### src/rtl/seq_adder128_pkg.sv
// Shared constants and encodings for the seq_adder128 execution stage.
package alu_pkg;

  localparam int unsigned DATA_W = 128;

  typedef enum logic [1:0] {
    IDLE = 2'd0,
    RUN  = 2'd1,
    DONE = 2'd2
  } state_t;

  // Arithmetic-mode operand-B selection; codes 1xx fall back to Bop = 0.
  typedef enum logic [2:0] {
    OP_PASS = 3'b000,
    OP_ADD  = 3'b001,
    OP_SUB  = 3'b010,
    OP_DEC  = 3'b011
  } opsel_t;

  // Logic-mode codes share the same Opsel field.
  localparam logic [2:0] LG_AND = 3'b000;
  localparam logic [2:0] LG_OR  = 3'b001;
  localparam logic [2:0] LG_XOR = 3'b010;
  localparam logic [2:0] LG_NOT = 3'b011;

endpackage

### src/rtl/seq_adder128_if.sv
// Request/response bundle for seq_adder128; Zero exists only with SEQADD_ZERO_FLAG_EN.
interface seq_adder128_if #(
  parameter int unsigned DATA_W = alu_pkg::DATA_W
);
  logic              Start;
  logic [DATA_W-1:0] A;
  logic [DATA_W-1:0] B;
  logic [2:0]        Opsel;
  logic              Mode;
  logic              Cin;
  logic              Busy;
  logic              Done;
  logic [DATA_W-1:0] Result;
  logic              Cout;
  logic              Overflow;
`ifdef SEQADD_ZERO_FLAG_EN
  logic              Zero;
`endif

  modport master (
    output Start, A, B, Opsel, Mode, Cin,
`ifdef SEQADD_ZERO_FLAG_EN
    input  Zero,
`endif
    input  Busy, Done, Result, Cout, Overflow
  );

  modport slave (
    input  Start, A, B, Opsel, Mode, Cin,
`ifdef SEQADD_ZERO_FLAG_EN
    output Zero,
`endif
    output Busy, Done, Result, Cout, Overflow
  );

endinterface

### src/rtl/seq_adder128_slice_alu.sv
// Combinational one-slice ALU: arithmetic add with selectable B operand, or bitwise logic.
module slice_alu #(
  parameter int unsigned W = 32
) (
  input  logic [W-1:0] a,
  input  logic [W-1:0] b,
  input  logic [2:0]   opsel,
  input  logic         mode,
  input  logic         cin,
  output logic [W-1:0] y,
  output logic         cout,
  output logic         c_msb
);
  import alu_pkg::*;

  logic [W-1:0] bop;
  logic [W-1:0] lo;
  logic [1:0]   hi;
  logic [W-1:0] lg;

  always_comb begin
    bop = '0;
    case (opsel)
      OP_PASS: bop = '0;
      OP_ADD:  bop = b;
      OP_SUB:  bop = ~b;
      OP_DEC:  bop = '1;
      default: bop = '0;
    endcase
  end

  // Split the add at the MSB so the carry into it is visible for overflow.
  always_comb begin
    lo = {1'b0, a[W-2:0]} + {1'b0, bop[W-2:0]} + {{(W-1){1'b0}}, cin};
    hi = {1'b0, a[W-1]} + {1'b0, bop[W-1]} + {1'b0, lo[W-1]};
  end

  always_comb begin
    lg = a;
    case (opsel)
      LG_AND:  lg = a & b;
      LG_OR:   lg = a | b;
      LG_XOR:  lg = a ^ b;
      LG_NOT:  lg = ~a;
      default: lg = a;
    endcase
  end

  always_comb begin
    if (mode) begin
      y     = {hi[0], lo[W-2:0]};
      cout  = hi[1];
      c_msb = lo[W-1];
    end else begin
      y     = lg;
      cout  = 1'b0;
      c_msb = 1'b0;
    end
  end

endmodule

### src/rtl/seq_adder128.sv
// Multi-cycle ALU stage: one SLICE_W slice per cycle, carry rippled through a register.
// Optional Zero flag output enabled by defining SEQADD_ZERO_FLAG_EN.
module seq_adder128 #(
  parameter int unsigned DATA_W  = alu_pkg::DATA_W,
  parameter int unsigned SLICE_W = 32
) (
  input  logic          Clk,
  input  logic          Reset,
  seq_adder128_if.slave bus
);
  import alu_pkg::*;

  localparam int unsigned NUM_SLICES = DATA_W / SLICE_W;
  localparam int unsigned IDX_W      = (NUM_SLICES > 1) ? $clog2(NUM_SLICES) : 1;

  if ((DATA_W % SLICE_W) != 0 || SLICE_W < 2) begin : g_bad_width
    $error("seq_adder128: DATA_W must be a multiple of SLICE_W (SLICE_W >= 2)");
  end

  state_t              state;
  logic [IDX_W-1:0]    idx;
  logic [DATA_W-1:0]   a_q;
  logic [DATA_W-1:0]   b_q;
  logic [2:0]          opsel_q;
  logic                mode_q;
  logic                carry_q;
  logic [DATA_W-1:0]   acc;
  logic [DATA_W-1:0]   acc_next;
  logic [DATA_W-1:0]   result_q;
  logic                cout_q;
  logic                ovf_q;
  logic [SLICE_W-1:0]  s_a;
  logic [SLICE_W-1:0]  s_b;
  logic [SLICE_W-1:0]  s_y;
  logic                s_cout;
  logic                s_cmsb;
  logic                last;

  always_comb begin
    s_a  = a_q[idx*SLICE_W +: SLICE_W];
    s_b  = b_q[idx*SLICE_W +: SLICE_W];
    last = (idx == IDX_W'(NUM_SLICES - 1));
  end

  slice_alu #(.W(SLICE_W)) u_slice (
    .a     (s_a),
    .b     (s_b),
    .opsel (opsel_q),
    .mode  (mode_q),
    .cin   (carry_q),
    .y     (s_y),
    .cout  (s_cout),
    .c_msb (s_cmsb)
  );

  // Output registers load from the merged accumulator on the final slice, so
  // Result is already valid in the DONE cycle.
  always_comb begin
    acc_next = acc;
    acc_next[idx*SLICE_W +: SLICE_W] = s_y;
  end

`ifdef SEQADD_ZERO_FLAG_EN
  logic zero_q;
  always_ff @(posedge Clk) begin
    if (Reset)
      zero_q <= 1'b0;
    else if (state == RUN && last)
      zero_q <= (acc_next == '0);
  end
  assign bus.Zero = zero_q;
`endif

  always_ff @(posedge Clk) begin
    if (Reset) begin
      state    <= IDLE;
      idx      <= '0;
      a_q      <= '0;
      b_q      <= '0;
      opsel_q  <= '0;
      mode_q   <= 1'b0;
      carry_q  <= 1'b0;
      acc      <= '0;
      result_q <= '0;
      cout_q   <= 1'b0;
      ovf_q    <= 1'b0;
    end else begin
      case (state)
        IDLE, DONE: begin
          if (bus.Start) begin
            a_q     <= bus.A;
            b_q     <= bus.B;
            opsel_q <= bus.Opsel;
            mode_q  <= bus.Mode;
            carry_q <= bus.Cin;
            idx     <= '0;
            state   <= RUN;
          end else begin
            state   <= IDLE;
          end
        end
        RUN: begin
          acc     <= acc_next;
          carry_q <= s_cout;
          if (last) begin
            result_q <= acc_next;
            cout_q   <= s_cout;
            ovf_q    <= s_cout ^ s_cmsb;
            state    <= DONE;
          end else begin
            idx <= idx + 1'b1;
          end
        end
        default: state <= IDLE;
      endcase
    end
  end

  assign bus.Busy     = (state == RUN);
  assign bus.Done     = (state == DONE);
  assign bus.Result   = result_q;
  assign bus.Cout     = cout_q;
  assign bus.Overflow = ovf_q;

endmodule
### src/flat_wrapper.sv
// flat-port wrapper written by rule: the top's interface ports become plain ports
module seq_adder128_flat import alu_pkg::*;
#(
  parameter int unsigned DATA_W  = alu_pkg::DATA_W,
  parameter int unsigned SLICE_W = 32
)
  (Clk, Reset, bus_Start, bus_A, bus_B, bus_Opsel, bus_Mode, bus_Cin, bus_Busy, bus_Done, bus_Result, bus_Cout, bus_Overflow);
  seq_adder128_if #(.DATA_W(DATA_W)) bus_i ();
  input  logic Clk;
  input  logic Reset;
  input wire logic [$bits(bus_i.Start)-1:0] bus_Start;
  input wire logic [$bits(bus_i.A)-1:0] bus_A;
  input wire logic [$bits(bus_i.B)-1:0] bus_B;
  input wire logic [$bits(bus_i.Opsel)-1:0] bus_Opsel;
  input wire logic [$bits(bus_i.Mode)-1:0] bus_Mode;
  input wire logic [$bits(bus_i.Cin)-1:0] bus_Cin;
  output wire logic [$bits(bus_i.Busy)-1:0] bus_Busy;
  output wire logic [$bits(bus_i.Done)-1:0] bus_Done;
  output wire logic [$bits(bus_i.Result)-1:0] bus_Result;
  output wire logic [$bits(bus_i.Cout)-1:0] bus_Cout;
  output wire logic [$bits(bus_i.Overflow)-1:0] bus_Overflow;
  assign bus_i.Start = bus_Start;
  assign bus_i.A = bus_A;
  assign bus_i.B = bus_B;
  assign bus_i.Opsel = bus_Opsel;
  assign bus_i.Mode = bus_Mode;
  assign bus_i.Cin = bus_Cin;
  assign bus_Busy = bus_i.Busy;
  assign bus_Done = bus_i.Done;
  assign bus_Result = bus_i.Result;
  assign bus_Cout = bus_i.Cout;
  assign bus_Overflow = bus_i.Overflow;
  seq_adder128 #(.DATA_W(DATA_W), .SLICE_W(SLICE_W)) u_core (.Clk(Clk), .Reset(Reset), .bus(bus_i));
endmodule
### config.mk
export PLATFORM = sky130hd
export DESIGN_NAME = seq_adder128_flat
export DESIGN_NICKNAME = d
export VERILOG_FILES = /design/src/rtl/seq_adder128_pkg.sv /design/src/rtl/seq_adder128_if.sv /design/src/rtl/seq_adder128_slice_alu.sv /design/src/rtl/seq_adder128.sv /design/src/flat_wrapper.sv
export SDC_FILE = /design/constraint.sdc
export NUM_CORES = 1
export LEC_CHECK = 0
export CAP_MARGIN = 5
export CELL_PAD_IN_SITES_DETAIL_PLACEMENT = 0
export CELL_PAD_IN_SITES_GLOBAL_PLACEMENT = 2
export CORE_ASPECT_RATIO = 1.25
export CORE_MARGIN = 2
export CORE_UTILIZATION = 29
export DETAILED_ROUTE_END_ITERATION = 7
export HOLD_SLACK_MARGIN = 0.15
export PLACE_DENSITY_LB_ADDON = 0.1
export REMOVE_ABC_BUFFERS = 1
export SETUP_SLACK_MARGIN = 0.5
export SYNTH_ARGS = -nofsm -noshare
export SYNTH_HDL_FRONTEND = slang
export SYNTH_SLANG_ARGS = --single-unit
### constraint.sdc
create_clock -name Clk -period 4.5 [get_ports Clk]
set_input_delay 1.35 -clock Clk [delete_from_list [all_inputs] [get_ports Clk]]
set_output_delay 1.35 -clock Clk [all_outputs]
set_load 0.02 [all_outputs]
==> impl_table.tex <==
\begin{tabular}{lr}
\hline
Metric & Value \\
\hline
\multicolumn{2}{l}{\textbf{STA}} \\
Setup repair after global routing missed its margin & true \\
Slew at the pin with the worst max-slew slack & 1.16 ns \\
Maximum clock skew at final layout & 0.0248 ns \\
Number of setup violations in the final report & 0 \\
Setup TNS & 0 ns \\
Min Hold Slack & 0.443 ns \\
Hold Fails Final Rpt & 0 \\
Minimum period implied by the final worst setup slack & 4.29 ns \\
Portion of the clock cycle consumed by the worst path in the final layout & 95.3\% \\
Max-slew headroom at the worst pin & 22.6\% \\
Maximum clock rate & 0.233 GHz \\
Slew Viols, Final & 0 \\
\multicolumn{2}{l}{\textbf{GRT}} \\
Met2 usage in global routing & 34.6\% \\
Most utilized layer in the global route result & met2 \\
GRT Util Overall & 20.4\% \\
Number of global-route vias before repair & 23,087 \\
Global routing met1 resource utilization & 27.5\% \\
Pin count of the biggest net entering global routing & 200 \\
Total global routing overflow & 0 \\
Wire length of the first global-routing pass & 141,000 um \\
Global routing usage on met3 & 2.85\% \\
Number of antenna violations at the first check in global routing & 3 \\
\multicolumn{2}{l}{\textbf{Yosys}} \\
Fraction of the yosys area taken by sequential cells & 41.9\% \\
Most repeated cell in the gate-level netlist after synthesis & nand2\_1 \\
Basic-gate share of the synthesized area counting and, or, nand and nor cells & 17.6\% \\
Combinational family with the most area after synthesis & compound AO/OA/AOI/OAI gates \\
Average cell area after synthesis & 8.38 um\^{}2 \\
Fraction of registers with async set/reset & 0\% \\
Portion of netlist area occupied by mux cells & 9.80\% \\
Area leader, netlist & dfxtp\_1 \\
Count of state elements after synthesis & 523 \\
Top cell type's share of synthesized area & 41.9\% \\
Adder and majority cell fraction of the synthesized area & 5.25\% \\
Dominant register cell in the synthesized netlist & dfxtp\_1 \\
Number of instances in the synthesized netlist & 2,980 \\
Number of flops mapped to enable cells by yosys & 0 \\
Post-synth top cells & nand2\_1, dfxtp\_1, a21oi\_1 \\
Distinct cell type count after synthesis & 79 \\
Cells taking the most area after synthesis & dfxtp\_1, nand2\_1, a21oi\_1, mux4\_2, ha\_1 \\
Compound-Gate Fraction of Synth Area & 19.7\% \\
Synthesized area & 0.0250 mm\^{}2 \\
Yosys warning count & 0 \\
Synth Area in XOR/XNOR & 0.491\% \\
\multicolumn{2}{l}{\textbf{Die}} \\
Core ar. & 0.0856 mm\^{}2 \\
Overall die width & 267 um \\
Cell Rows & 120 \\
Count of pins on the block boundary & 396 \\
Die Area & 0.0885 mm\^{}2 \\
Starting utilization of the core area & 29.2\% \\
Die Ht & 332 um \\
\multicolumn{2}{l}{\textbf{Placed design}} \\
Final RePlAce weighted congestion & 0.801 \\
Placement Cell Area & 0.0306 mm\^{}2 \\
Port Buffer Count & 395 \\
DPL Wire Length & 66,100 um \\
\multicolumn{2}{l}{\textbf{CTS}} \\
H-tree depth reported by CTS & 2 \\
Maximum count of clock buffers along a single path & 3 \\
Source-to-sink clock delay at the later pin of the worst-skew pair & 0.63 ns \\
TritonCTS Sinks & 523 \\
CTS tree & yes \\
Clk pin slew, worst setup/hold paths & 0.06 ns \\
Total clock buffers created by CTS & 57 \\
CTS hold repair buffers & 0 \\
Clock root buffer master & clkbuf\_16 \\
\multicolumn{2}{l}{\textbf{Job}} \\
Max-cap violation count & 0 \\
\multicolumn{2}{l}{\textbf{Route}} \\
Antenna Violating Nets Remaining & 0 \\
1st-iter DRT viols & 1,297 \\
First drt pass iteration count & 7 \\
Via count & 23,078 \\
Average wire per cell in the routed design & 20.6 um \\
Post-detailed-route via-to-cell ratio & 5.10 \\
Overall routed net length & 93,100 um \\
Residual DRC count & 0 \\
\multicolumn{2}{l}{\textbf{Worst setup path}} \\
Worst reg2reg setup slack & 0.21 ns \\
Worst setup EP type & flip-flop \\
Category of the most critical setup path & reg2reg \\
Kind of start point of the critical path & flip-flop \\
Worst Path Max Fanout & 8 \\
Data required time at the worst endpoint & 5.06 ns \\
Data arrival at the endpoint of the critical path & 4.85 ns \\
\multicolumn{2}{l}{\textbf{Power}} \\
Pwr per Cell Area & 343 mW/mm\^{}2 \\
Lkg Pwr & 12.8 nW \\
Total power after layout & 0.0116 W \\
Max VDD drop & 0.000259 V \\
\multicolumn{2}{l}{\textbf{Worst hold path}} \\
Worst hold path class & reg2reg \\
\multicolumn{2}{l}{\textbf{Final layout}} \\
Fraction of final layout cells sized beyond drive strength 1 & 14.3\% \\
Layout Cell Area excl Fill & 0.0337 mm\^{}2 \\
Area Growth Syn to Fin & 34.9\% \\
FILL cells & 8,719 \\
Final core utilization & 39.4\% \\
\# nets final & 3,742 \\
\multicolumn{2}{l}{\textbf{Status}} \\
Result of the run & complete, no violations \\
\hline
\end{tabular}
[metrics by stage]
stage / worst slack (ns) / std cells
4_1_cts: 0.141 / 4499
5_1_grt: 0.0122 / 4520
3_5_place_dp: -0.0115 / 4364
3_3_place_gp: 0.0239 / 4364
6_report: 0.210 / 4522
2_1_floorplan: -5.85 / 2746
[layout make-up]
cell class / count / area (um^2) / area share [%]
tap: 1098 / 1370 / 4.08
antenna: 2 / 5.00 / 0.0148
timing repair buffer: 570 / 5640 / 16.7
clock buffer: 85 / 1690 / 5.02
sequential: 523 / 10500 / 31.1
inverter: 100 / 375 / 1.11
clock inverter: 21 / 205 / 0.609
multi-input combinational: 2123 / 13900 / 41.3
[critical path, stage by stage, from the launching register on]
cell and delay [ns]:
dfxtp_4 0.43, buf_12 0.13, buf_16 0.12, mux4_2 0.55, mux2i_1 0.17, nor2_1 0.06, ha_1 0.37, a21oi_2 0.14
o21ai_1 0.06, a22o_1 0.23, or3_4 0.40, o221ai_4 0.22, a41o_1 0.28, fa_1 0.44, o21ai_2 0.17, buf_6 0.18
buf_4 0.12, a22oi_2 0.04, nor2_1 0.10
[placed cells by master, fill, tap and decap left out, types with 22 or more instances in the layout]
master           count
nor3_1              37
a211oi_1            37
nand2_1            661
ha_1                97
mux2i_1             68
clkdlybuf4s50_1    394
and3_1              85
o21ai_0             88
buf_12              22
a21oi_1            392
buf_4              132
nor2_1             159
dfxtp_1            517
mux4_2              76
clkbuf_16           58
inv_1               98
o21ai_1             34
o22ai_1             70
[state kept, by name, summed over array words and instances, names as in the netlist]
name	cells
u_core.a_q	128
u_core.acc	128
u_core.b_q	128
u_core.bus.Cout	1
u_core.bus.Overflow	1
u_core.bus.Result	128
u_core.carry_q	1
u_core.idx	2
u_core.mode_q	1
u_core.opsel_q	3
u_core.state	2
[final timing paths]
check                    to     startpoint  cells past startpoint
max          u_core.acc[95]  u_core.idx[0]                     18
min           u_core.acc[9]  u_core.acc[9]                      2
max reg2reg  u_core.acc[95]  u_core.idx[0]                     18
min reg2reg   u_core.acc[9]  u_core.acc[9]                      2
[kinds of logic after synthesis]
logic type / after synthesis
DFF: 523
AOI/OAI and AO/OA: 822
buffers and inverters: 334
and+or+nand+nor: 1035
muxes: 149
xor gates and xnor gates: 14
adders and majority gates: 103
[what timing repair did]
item | in CTS | in global routing
buffers inserted | 28 | 21
setup endpoints to repair | 171 | 160
pin swaps | 34 | 74
gates resized for setup | 62 | 102
cloned | 1 | 0
[report_power, final]
part           internal (W)  switching [W]
registers           0.00479      0.0000950
clock network       0.00277        0.00198
logic              0.000818        0.00111
total               0.00837        0.00318
[per-layer routing]
| metal | up-vias | part of all wire, % |
|---|---|---|
| met5 | - | 0.028 |
| met4 | 4 | 2.1 |
| met3 | 112 | 4.4 |
| met2 | 571 | 48 |
| met1 | 11140 | 46 |
| li1 | 11251 | - |
Note: power is estimated with default switching activity, not from simulation.
==> edit: new RTL, same flow settings <==
`SLICE_W` is set to 32 in 2 places; all go to 16.
--- a/src/rtl/seq_adder128.sv
+++ b/src/rtl/seq_adder128.sv
@@ -2,7 +2,7 @@
 // Optional Zero flag output enabled by defining SEQADD_ZERO_FLAG_EN.
 module seq_adder128 #(
   parameter int unsigned DATA_W  = alu_pkg::DATA_W,
-  parameter int unsigned SLICE_W = 32
+  parameter int unsigned SLICE_W = 16
 ) (
   input  logic          Clk,
   input  logic          Reset,
--- a/src/flat_wrapper.sv
+++ b/src/flat_wrapper.sv
@@ -2,7 +2,7 @@
 module seq_adder128_flat import alu_pkg::*;
 #(
   parameter int unsigned DATA_W  = alu_pkg::DATA_W,
-  parameter int unsigned SLICE_W = 32
+  parameter int unsigned SLICE_W = 16
 )
   (Clk, Reset, bus_Start, bus_A, bus_B, bus_Opsel, bus_Mode, bus_Cin, bus_Busy, bus_Done, bus_Result, bus_Cout, bus_Overflow);
   seq_adder128_if #(.DATA_W(DATA_W)) bus_i ();
Function: no difference found for any inputs over 4 cycles, from zero or initial values and one cycle with Reset high; that may be too few to reach the edited logic, so the function may still have changed.
==> edit against the original RTL <==
Power rose by 2.2%; synthesized cell count fell by 5.7%; largest power group is now the clock network; area after synthesis fell by 6.7%; critical endpoint is now u_core.bus.Result[79]; wire length fell by 3.2%; critical path type unchanged; non-clock buffer count rose by 48; sequential cell count rose by 1; cell area fell by 2.0%; worst setup slack got worse by 0.078 ns.
==> edit: results (changes against the original RTL) <==
critical path's top delay family = compound AO/OA/AOI/OAI gates (unchanged)
diodes inserted = 0 (was 2)
Yosys cell types = 66 (was 79)
DR iter-0 viols = 1172 (was 1297)
Leak = 0.0126 uW (was 0.0128 uW)
Post-Route WL = 90.1 mm (was 93.1 mm)
DRC viols = 0 (unchanged)
Final Skew = 0.0219 ns (was 0.0248 ns)
Seq/Total Area, Yosys = 0.450 (was 0.419)
hold slack = 0.451 ns (was 0.443 ns)
R2R setup slack = 0.13 ns (was 0.21 ns)
hpwl dp = 63.6 mm (was 66.1 mm)
Peak VDD IR = 294 uV (was 259 uV)
Clk Tree Root Cell = clkbuf_16 (unchanged)
Via Count = 21900 (was 23100)
Placed Area = 29400 um^2 (was 30600 um^2)
Total GRT Usage = 0.209 (was 0.204)
max_slew headroom = 0.236 (was 0.226)
CP Max Fanout = 7 (was 8)
initial antenna violation count = 1 (was 3)
Largest stage delay, worst path = 0.52 ns (was 0.55 ns)
placer congestion estimate = 0.840 (was 0.801)
first-pass GRT wire length = 134 mm (was 141 mm)
vias in the first global route = 22100 (was 23100)
crit path DAT = 4.92 ns (was 4.85 ns)
Area contributors post-synth = dfxtp_1 45%, nand2_1 11%, a21oi_1 8.4%, mux4_2 6.1%, o21ai_0 3.9% (was dfxtp_1 42%, nand2_1 10%, a21oi_1 8.2%, mux4_2 6.9%, ha_1 5.0%)
Final nets = 3578 (was 3742)
Internal = 8660 uW (was 8370 uW)
Post-synth top cells = 703 x nand2_1, 524 x dfxtp_1, 390 x a21oi_1 (was 665 x nand2_1, 523 x dfxtp_1, 411 x a21oi_1)
drt first pass iters = 6 (was 7)
layout cells sized above 1 = 0.178 (was 0.143)
htree depth = 2 (unchanged)
largest net degree at the start of global routing = 199 (was 200)
clock insertion delay at the later pin of the skew report = 0.62 ns
status = finished, final reports clean (unchanged)
-- edit: through the flow --
step	setup WS (ns)	instances	util
4_1_cts	0.0959	4360	0.403
3_5_place_dp	-0.539	4231	0.368
6_report	0.132	4367	0.414
2_1_floorplan	-5.90	2580	-
5_1_grt	-0.0627	4367	0.414
3_3_place_gp	-0.462	4231	0.368
-- edit: per-layer routing --
| metal | part of all wire | global-route usage | up-vias | wire length [um] |
|---|---|---|---|---|
| met1 | 0.41 | 0.248 | 10600 | 37100 |
| met5 | 0.00014 | 0 | - | 13 |
| li1 | - | - | 10700 | - |
| met2 | 0.52 | 0.388 | 489 | 46800 |
| met3 | 0.043 | 0.0305 | 111 | 3900 |
| met4 | 0.025 | 0.0578 | 2 | 2250 |
-- edit: cell families (layout without fill, tap and decap cells) --
group	after synthesis	in the layout	synth area share
xor gates and xnor gates	6	6	0.00226
adders and majority gates	56	56	0.0310
muxes	118	119	0.0890
buffers and inverters	280	773	0.0486
AOI/OAI and AO/OA	806	806	0.203
DFF	524	524	0.450
and+or+nand+nor	1021	1021	0.176
-- edit: final timing paths --
check            startpoint                    end  depth (start not counted)
max           u_core.idx[0]  u_core.bus.Result[79]                         21
max reg2reg   u_core.idx[0]  u_core.bus.Result[79]                         21
min          u_core.acc[28]         u_core.acc[28]                          2
min reg2reg  u_core.acc[28]         u_core.acc[28]                          2
-- edit: power groups by stage --
| stage | clock network [uW] | registers, uW | logic (uW) |
|---|---|---|---|
| after floorplan | 0 | 4980 | 784 |
| after global placement | 0 | 4990 | 1650 |
| after detailed placement | 0 | 4990 | 1660 |
| after CTS | 5160 | 4880 | 1800 |
| after global routing | 5350 | 4900 | 2060 |
| final | 5030 | 4880 | 1910 |
-- edit: worst min-delay path, stage by stage (launching register included) --
cell and delay (ns):
dfxtp_1 0.31, nand2_1 0.05, o21ai_1 0.05
-- edit: timing repair --
action	in CTS	in global routing
resized for setup	114	173
pin swaps	38	99
endpoints found under the setup margin	151	166
buffers inserted	19	5
cloned	4	2
-- edit: final cells by class --
class / count / area [um^2]
clock inverter: 23 / 334
fill: 8098 / 46800
multi-input combinational: 2008 / 12800
inverter: 49 / 188
tap: 1062 / 1330
clock buffer: 83 / 1700
sequential: 524 / 10500
timing repair buffer: 618 / 6150
